<file path="config.mk">
export PLATFORM = sky130hd
export DESIGN_NAME = apb_reg_slave
export DESIGN_NICKNAME = d
export VERILOG_FILES = /design/src/rtl/apb_slave_pkg.sv /design/src/rtl/apb_reg_slave_regs.sv /design/src/rtl/apb_reg_slave.sv
export SDC_FILE = /design/constraint.sdc
export NUM_CORES = 1
export LEC_CHECK = 0
export ABC_CLOCK_PERIOD_IN_PS = 3700
export BUFFER_PORTS_ARGS = -buffer_cell sky130_fd_sc_hd__buf_2
export CORE_MARGIN = 8
export CORE_UTILIZATION = 40
export DETAILED_ROUTE_END_ITERATION = 6
export PLACE_DENSITY = 0.55
export SLEW_MARGIN = 20
export SYNTH_ARGS = -nofsm -noshare
export SYNTH_HDL_FRONTEND = slang
export SYNTH_SLANG_ARGS = --single-unit
</file>
<file path="constraint.sdc">
create_clock -name PCLK -period 3.7 [get_ports PCLK]
set_input_delay 0.37 -clock PCLK [delete_from_list [all_inputs] [get_ports PCLK]]
set_output_delay 0.37 -clock PCLK [all_outputs]
set_load 0.005 [all_outputs]
</file>
<file path="src/rtl/apb_slave_pkg.sv">
// Shared constants for the APB register slave: state encoding, register offsets
// and the CTRL.WAIT field width.
package apb_slave_pkg;

    localparam int WAIT_W = 4;

    typedef logic [1:0] state_t;

    localparam state_t ST_IDLE  = 2'd0;
    localparam state_t ST_WAIT  = 2'd1;
    localparam state_t ST_READY = 2'd2;

    localparam logic [5:0] OFF_CTRL   = 6'd0;
    localparam logic [5:0] OFF_STATUS = 6'd1;

endpackage

</file>
<file path="src/rtl/apb_reg_slave_regs.sv">
// Register storage for the APB slave: CTRL.WAIT, STATUS counters and the
// general-purpose registers.
module apb_reg_slave_regs
    import apb_slave_pkg::*;
#(
    parameter int DATA_WIDTH = 32,
    parameter int NUM_REGS   = 16,
    parameter int IDX_W      = $clog2(NUM_REGS)
) (
    input  logic                  PCLK,
    input  logic                  PRESET,
    input  logic                  commit,
    input  logic                  err_inc,
    input  logic                  wr_en,
    input  logic [IDX_W-1:0]      reg_idx,
    input  logic [DATA_WIDTH-1:0] wr_data,
    output logic [DATA_WIDTH-1:0] rd_data,
    output logic [WAIT_W-1:0]     ctrl_wait
);

    // Sized to a power of two so any index value is in range; entries at or
    // above NUM_REGS are never written because the top flags them as errors.
    logic [DATA_WIDTH-1:0] gp_regs [2**IDX_W];
    logic [15:0]           err_cnt;
    logic [15:0]           xfer_cnt;

    always_ff @(posedge PCLK) begin
        if (PRESET) begin
            ctrl_wait <= '0;
            err_cnt   <= '0;
            xfer_cnt  <= '0;
            for (int i = 0; i < 2**IDX_W; i++) begin
                gp_regs[i] <= '0;
            end
        end else begin
            if (commit) begin
                xfer_cnt <= xfer_cnt + 16'd1;
                if (err_inc && err_cnt != 16'hFFFF) begin
                    err_cnt <= err_cnt + 16'd1;
                end
            end
            if (wr_en) begin
                if (reg_idx == IDX_W'(OFF_CTRL)) begin
                    ctrl_wait <= wr_data[WAIT_W-1:0];
                end else if (reg_idx != IDX_W'(OFF_STATUS)) begin
                    gp_regs[reg_idx] <= wr_data;
                end
            end
        end
    end

    always_comb begin
        rd_data = '0;
        if (reg_idx == IDX_W'(OFF_CTRL)) begin
            rd_data = DATA_WIDTH'(ctrl_wait);
        end else if (reg_idx == IDX_W'(OFF_STATUS)) begin
            rd_data = DATA_WIDTH'({xfer_cnt, err_cnt});
        end else begin
            rd_data = gp_regs[reg_idx];
        end
    end

endmodule

</file>
<file path="src/rtl/apb_reg_slave.sv">
// APB register slave: transfer FSM with programmable wait states, address
// decode / error detection, and the register file instance.
module apb_reg_slave
    import apb_slave_pkg::*;
#(
    parameter int                    ADDR_WIDTH = 32,
    parameter int                    DATA_WIDTH = 32,
    parameter logic [ADDR_WIDTH-1:0] BASE_ADDR  = 'h300,
    parameter int                    NUM_REGS   = 16
) (
    input  logic                  PCLK,
    input  logic                  PRESET,
    input  logic                  PSEL,
    input  logic                  PENABLE,
    input  logic [ADDR_WIDTH-1:0] PADDR,
    input  logic                  PWRITE,
    input  logic [DATA_WIDTH-1:0] PWDATA,
    output logic [DATA_WIDTH-1:0] PRDATA,
    output logic                  PREADY,
    output logic                  PSLVERR
);

    localparam int IDX_W = $clog2(NUM_REGS);

    state_t                state;
    logic [ADDR_WIDTH-1:0] lat_addr;
    logic                  lat_write;
    logic [DATA_WIDTH-1:0] lat_wdata;
    logic [WAIT_W-1:0]     wait_cnt;
    logic [WAIT_W-1:0]     ctrl_wait;
    logic [ADDR_WIDTH-1:0] addr_off;
    logic [5:0]            word_idx;
    logic                  addr_err;
    logic                  ready;
    logic                  commit;
    logic [DATA_WIDTH-1:0] reg_rd_data;

    assign addr_off = lat_addr - BASE_ADDR;
    assign word_idx = addr_off[7:2];
    assign addr_err = (lat_addr < BASE_ADDR)
                   || (addr_off > ADDR_WIDTH'(255))
                   || (lat_addr[1:0] != 2'b00)
                   || ({1'b0, word_idx} >= 7'(NUM_REGS))
                   || (lat_write && word_idx == OFF_STATUS);

    assign ready   = (state == ST_READY);
    assign commit  = ready && PSEL && PENABLE;
    assign PREADY  = ready;
    assign PSLVERR = ready && addr_err;
    assign PRDATA  = (ready && !lat_write && !addr_err) ? reg_rd_data : '0;

    // Counter holds the WAIT value latched at setup, so CTRL updates only
    // affect later transfers.
    always_ff @(posedge PCLK) begin
        if (PRESET) begin
            state     <= ST_IDLE;
            lat_addr  <= '0;
            lat_write <= 1'b0;
            lat_wdata <= '0;
            wait_cnt  <= '0;
        end else begin
            case (state)
                ST_IDLE: begin
                    if (PSEL && !PENABLE) begin
                        lat_addr  <= PADDR;
                        lat_write <= PWRITE;
                        lat_wdata <= PWDATA;
                        wait_cnt  <= ctrl_wait;
                        state     <= (ctrl_wait == '0) ? ST_READY : ST_WAIT;
                    end
                end
                ST_WAIT: begin
                    if (!PSEL) begin
                        state <= ST_IDLE;
                    end else if (wait_cnt == WAIT_W'(1)) begin
                        state <= ST_READY;
                    end else begin
                        wait_cnt <= wait_cnt - WAIT_W'(1);
                    end
                end
                ST_READY: begin
                    if (!PSEL || PENABLE) begin
                        state <= ST_IDLE;
                    end
                end
                default: state <= ST_IDLE;
            endcase
        end
    end

    apb_reg_slave_regs #(
        .DATA_WIDTH (DATA_WIDTH),
        .NUM_REGS   (NUM_REGS),
        .IDX_W      (IDX_W)
    ) u_regs (
        .PCLK      (PCLK),
        .PRESET    (PRESET),
        .commit    (commit),
        .err_inc   (addr_err),
        .wr_en     (commit && lat_write && !addr_err),
        .reg_idx   (word_idx[IDX_W-1:0]),
        .wr_data   (lat_wdata),
        .rd_data   (reg_rd_data),
        .ctrl_wait (ctrl_wait)
    );

endmodule

</file>
# Word level (Yosys, flattened, before mapping)
# Memory sizes are Yosys's and may differ from the RTL's.
# Index checks and enable logic that the tools add are counted.
# classes
n_eq_ne,12
div,0
n_lt_le_gt_ge,3
mul,0
n_addsub,4
shift,0
bitwise,0
n_mux,23
reduce_logical,30
# ops
operator,n
2-to-1 mux 32 bit,4
"adder 16 x 1 -> 16 bit, second input constant",2
"> comparator 32 x 8 -> 1 bit, second input constant",1
"less-than comparator 32 x 10 -> 1 bit, second input constant",1
OR reduction 32 bit,1
"subtractor 32 x 10 -> 32 bit, second input constant",1
2-to-1 mux 4 bit,4
"!= test 16 bit, second input constant",1
logical AND 1 bit,10
2-to-1 mux 2 bit,5
"equality test 4 x 1 -> 1 bit, second input constant",2
zero test 4 bit,2
2-to-1 mux 1 bit,8
one-hot mux 4 bit (2 select lines),1
"equality test 6 x 1 -> 1 bit, second input constant",1
">= comparator 6 x 5 -> 1 bit, second input constant",1
"!= test 2 bit, second input constant",3
one-hot mux 2 bit (3 select lines),1
AND reduction 2 bit,3
logical OR 1 bit,5
zero test 1 bit,4
"!= test 4 x 1 -> 1 bit, second input constant",1
AND reduction 4 bit,1
nonzero test 2 bit,2
other kinds (7),7
# totals
latchBits,0
inputBits,69
out_inout_bits,34
reg_bits,107
romBits,0
n_memories,1
ramBits,512
word_cells,81
# mem_list
name,words,width,read_ports,rd_ports_with_merged_regs,wr,line,text
u_regs.gp_regs,16,32,1,0,16,apb_reg_slave_regs.sv:23,logic [DATA_WIDTH-1:0] gp_regs [2**IDX_W];

# Longest topological paths before layout
# depth
word_depth,13
depth_mapped,10
mapped_depth_nobuf,7

# By module
# From an unflattened synthesis, not the netlist that was laid out.
# hier_totals
hier_cells,2092
area_unflattened_um2,26565.5
# modules_own_cells
module,area_each_um2,instances,seq_area_each_um2,cells_each
apb_reg_slave_regs,23382.4,1,15014.4,1673
apb_reg_slave,3183.1,1,1421.4,419

# Worst setup path after synthesis
# OpenSTA, ideal clock, no wires.
# synth_path
path_kind,reg2reg
start,register lat_addr[10]
end,"memory u_regs.gp_regs[14][0], enable pin"
path_buffers,0
period_less_slack_ns,3.109
setup_ns,0.390
t_arrival_ns,2.718
path_stages_with_launch,6
required_time_ns,3.310
setup_slack_ns,0.591
cell_sequence,dfxtp_1 -> nor4_4 -> nand3_1 -> or4_4 -> a2111oi_4 -> a41o_1
# synth_rtl
item,line,text
from (decl),apb_reg_slave.sv:26,logic [ADDR_WIDTH-1:0] lat_addr;
from (signal assigned),apb_reg_slave.sv:57,lat_addr <= '0;
from (signal assigned),apb_reg_slave.sv:65,lat_addr <= PADDR;
to (decl),apb_reg_slave_regs.sv:23,

# Final worst setup path
# layout_path
start,register lat_addr[31]
end,output port PRDATA[13]
# layout_via
elab_chain_len,9
elab_cells_between_ends,10
cone_classes,1 x add/sub; 2 x order compare; 1 x mux; 6 x reduce/logical
# layout_rtl
item,line,text
subtractor 32 x 10 -> 32 bit,apb_reg_slave.sv:38,assign addr_off = lat_addr - BASE_ADDR;
> comparator 32 x 8 -> 1 bit,apb_reg_slave.sv:41,|| (addr_off > ADDR_WIDTH'(255))
logical OR 1 bit *,apb_reg_slave.sv:41,
logical OR 1 bit *,apb_reg_slave.sv:42,|| (lat_addr[1:0] != 2'b00)
logical OR 1 bit *,apb_reg_slave.sv:43,"|| ({1'b0, word_idx} >= 7'(NUM_REGS))"
logical OR 1 bit *,apb_reg_slave.sv:44,|| (lat_write && word_idx == OFF_STATUS);
zero test 1 bit *,apb_reg_slave.sv:50,assign PRDATA = (ready && !lat_write && !addr_err) ? reg_rd_data : '0;
logical AND 1 bit *,apb_reg_slave.sv:50,
2-to-1 mux 32 bit *,apb_reg_slave.sv:50,
to (decl),apb_reg_slave.sv:18,"output logic [DATA_WIDTH-1:0] PRDATA,"
# Every way passes the cells marked *; elsewhere a longest branch is shown, timed or not.

==> summary.md <==
| Metric | Value |
|---|---|
| R2r endpoint | u_regs.gp_regs[6][20]$_SDFFCE_PN0P_ |
| Synth Warn # | 0 |
| Placed Cells | 3016 |
| WL final | 76000 um |
| Final instance area | 30800 um^2 |
| Internal Pwr Total | ~12 mW |
| Chip width | 272 um |
| Clock power share | 0.431 |
| Boundary Pins | slightly above 100 |
| HP Start | PWDATA[12] |
| Worst-margin pin slew | 1.09 ns |
| Starting DRC count in detailed routing | 1755 |
| Post-Synthesis Cells | roughly 2100 |
| WS Path Type | reg -> out |
| RSZ-0062 raised after global routing | true |
| Area of the multi-input gates | roughly 8900 um^2 |
| Worst EP required | around 3.3 ns |
| Register area | between 15000 and 20000 um^2 |
| CP Capture Type | output port |
| CTS root buffer | clkbuf_16 |
| Area Growth Syn to Fin | 17.4% |
| CTS H-tree lvls | 3 |
| Final GP Congestion | 0.825 |
| Row count | 94 |
| Wire length per cell | 23.8 um |
| Final core utilization | 0.472 |
| Initial antenna violation count | 0 |
| Power per cell area | roughly 490 nW/um^2 |
| Sink Count | between 500 and 600 |
| Synth Flop Type | edfxtp_1 |
| Startpoint Class | flip-flop |
| Commonest non-fill, non-tap cell in the layout | edfxtp_1 |
| Flops & latches, synth | approximately 600 |
| Failing checks | design-rule violations |
| Max-cap violations | 0 |
| Post-synthesis async set-or-reset flop share | 0 |
| Initial core utilization | 0.402 |
| TritonCTS buffer count | 67 |
| Mean Syn Cell Area | 12.5 um^2 |
| Reg2reg setup slack | between 0.4 and 0.5 ns |
| Post-route minimum period | about 3.5 ns |
| Hold EP | lat_wdata[12]$_SDFFE_PP0P_ |
| Cells along the critical path | or4_1 > nor4_1 > and4_1 > o2111ai_1 > buf_4 > nand2b_1 > buf_4 > a21oi_1 > buf_2 |
| Most frequent cells in the layout | edfxtp_1, nor2_1, nand2_1, a21oi_1, mux4_2 |
| Combinational Power Share | 0.069 |
| Number of global-route vias before repair | 17900 |
| Hold depth | 3 |
| Detail Placement HPWL | approximately 45000 um |
| Fmax | ~0.28 GHz |
| Final setup fails | 0 |
| Leakage Power | about 10 nW |
| Gr ovfl total | 0 |
| Largest net degree at the start of global routing | between 100 and 150 |
| Sequential cell area fraction in the yosys report | 0.643 |
| Hold Vio Cnt, Final | 0 |
| Maximum VDD drop | a little under 300 uV |
| Vias | 17600 |
| Worst reg2reg startpoint | lat_addr[10]$_SDFFE_PP0P_ |
| Synth Cell Area | between 20000 and 30000 um^2 |
| Core area | between 60000 and 70000 um^2 |
| Final Slew Violations | 0 |
| Tot GR Track Use | 0.203 |
| Hold Crit Class | in -> reg |
| Buffers on Ports | ~100 |
| Sw frac | 0.228 |
| N_diodes | 0 |
| Drt pass-1 iters | 7 |
| CTS Buffer Depth | 3 |
| Share of layout cells above drive strength 1 | 0.186 |
| Routed Antenna Nets | 0 |
| Die span in y | between 200 and 300 um |
| Cell area after placement | approximately 28000 um^2 |
| Count of cell types in the netlist | 53 |
| CTS tree | done |
| NumNets Final | ~2300 |
| Worst rel slew slack | 0.271 |
| Seq pwr share | 0.500 |
| CP max stage delay | ~0.52 ns |
| Fillers | around 5800 |
| First-pass GRT wire length | 114000 um |
| Post-route DRC | 3 |
| Post-synth EDFFs | 490 |
| Final worst path period share | 0.959 |
| Die area | 74000 um^2 |
| Worst-path clk slew | ~0.06 ns |
| CP Max Fanout | 17 |
| Crit path arrival time | ~3.2 ns |
| Setup total negative slack | 0 ns |
| Status | finished with violations |
| Via/cell ratio | approximately 5.5 |
| Power, Total | 15.2 mW |
| Worst skew pair latency | around 0.6 ns |
| Final Non-Filler Cells | between 3000 and 4000 |
| Psw | around 3.5 mW |
| Setup Skew | around 0.03 ns |
| Most frequent CP cell | buf_4 |
| FF-to-FF path depth | 8 |
| Critical Path Slowest Stage Cell | or4_1 |
## kinds of logic (layout without fill, tap and decap cells)
family,count (synthesis),in the layout,share of synthesized area
and+or+nand+nor,956,956,0.154
DFF,597,597,0.643
AOI/OAI and AO/OA,198,198,0.0440
muxes,164,164,0.128
buffers and inverters,163,352,0.0244
xor gates and xnor gates,13,13,0.00434
adders and majority gates,4,4,0.00191
other,1,42,0.000143
## power by group through the flow
stage	Clock, mW	Combinational [mW]	Sequential [mW]
floorplan	0	0.606	7.69
detailed placement	0	1.01	7.75
global placement	0	1.00	7.73
CTS	6.67	1.06	7.60
global route	6.93	1.13	7.62
finish	6.55	1.06	7.60
## worst max-delay path by stage
| stage | startpoint | endpoint | slack [ns] | cells after the start |
|---|---|---|---|---|
| global placement | lat_addr[10]$_SDFFE_PP0P_ | u_regs.gp_regs[10][13]$_SDFFCE_PN0P_ | 0.58 | 7 |
| global route | lat_addr[10]$_SDFFE_PP0P_ | PRDATA[13] | -0.01 | 9 |
| finish | lat_addr[31]$_SDFFE_PP0P_ | PRDATA[13] | 0.15 | 9 |
| floorplan | lat_addr[10]$_SDFFE_PP0P_ | u_regs.gp_regs[14][0]$_SDFFCE_PN0P_ | 0.59 | 5 |
| CTS | lat_addr[10]$_SDFFE_PP0P_ | PRDATA[13] | 0.04 | 9 |
| detailed placement | lat_addr[10]$_SDFFE_PP0P_ | u_regs.gp_regs[7][18]$_SDFFCE_PN0P_ | 0.54 | 8 |
## final cells by class
| type | instances | area share |
|---|---|---|
| Multi-Input combinational cell | 1377 | 0.290 |
| Timing Repair Buffer | 223 | 0.0567 |
| Tap cell | 864 | 0.0351 |
| Inverter | 8 | 0.000975 |
| Sequential cell | 597 | 0.548 |
| Clock buffer | 83 | 0.0577 |
| Clock inverter | 38 | 0.0113 |
## registers in the layout, summed over array words and instances (netlist names)
register          cells
lat_write             1
u_regs.ctrl_wait      4
wait_cnt              4
lat_addr             32
u_regs.gp_regs      490
u_regs.err_cnt       16
u_regs.xfer_cnt      16
state                 2
lat_wdata            32
## synthesized netlist by cell type, types with 9 or more instances
library cell / n / area share
buf_2: 19 / 0.0036
dfxtp_1: 107 / 0.082
clkbuf_1: 114 / 0.016
mux2i_1: 23 / 0.0088
nor2_1: 448 / 0.064
nor3_1: 9 / 0.0017
a21oi_1: 137 / 0.026
and3_1: 39 / 0.0093
or3_1: 9 / 0.0021
edfxtp_1: 490 / 0.56
o21ai_0: 18 / 0.0034
and2_1: 36 / 0.0086
nand4_1: 9 / 0.0021
buf_1: 19 / 0.0027
nand2_1: 333 / 0.048
a31o_2: 10 / 0.0033
mux4_2: 137 / 0.12
nand3_1: 26 / 0.0050
## layer usage
metal | GRT usage | share of wire
met4 | 0.0653 | 0.024
met5 | 0 | 0
met1 | 0.284 | 0.43
met3 | 0.0352 | 0.075
met2 | 0.322 | 0.47
## critical path, delay by kind of cell, from the launching register on
family,cells,cell delay (ns)
AO/OA/AOI/OAI,2,0.36
flip-flops,1,0.32
buffers and inverters,3,0.61
AND/OR/NAND/NOR,4,1.28
## stage by stage
| step | hold WS [ns] | setup WS [ns] |
|---|---|---|
| finish | 0.0237 | 0.153 |
| CTS | 0.000194 | 0.0410 |
| floorplan | 0.436 | 0.591 |
| global placement | 0.447 | 0.578 |
| detailed placement | 0.452 | 0.543 |
| global route | 0.0210 | -0.0119 |
## timing repair
item	in CTS	in global routing
endpoints found under the hold margin	53	0
buffers inserted	0	0
gates resized for setup	0	3
hold buffers	53	0
endpoints found under the setup margin	0	8
(Power assumes the default switching activity.)
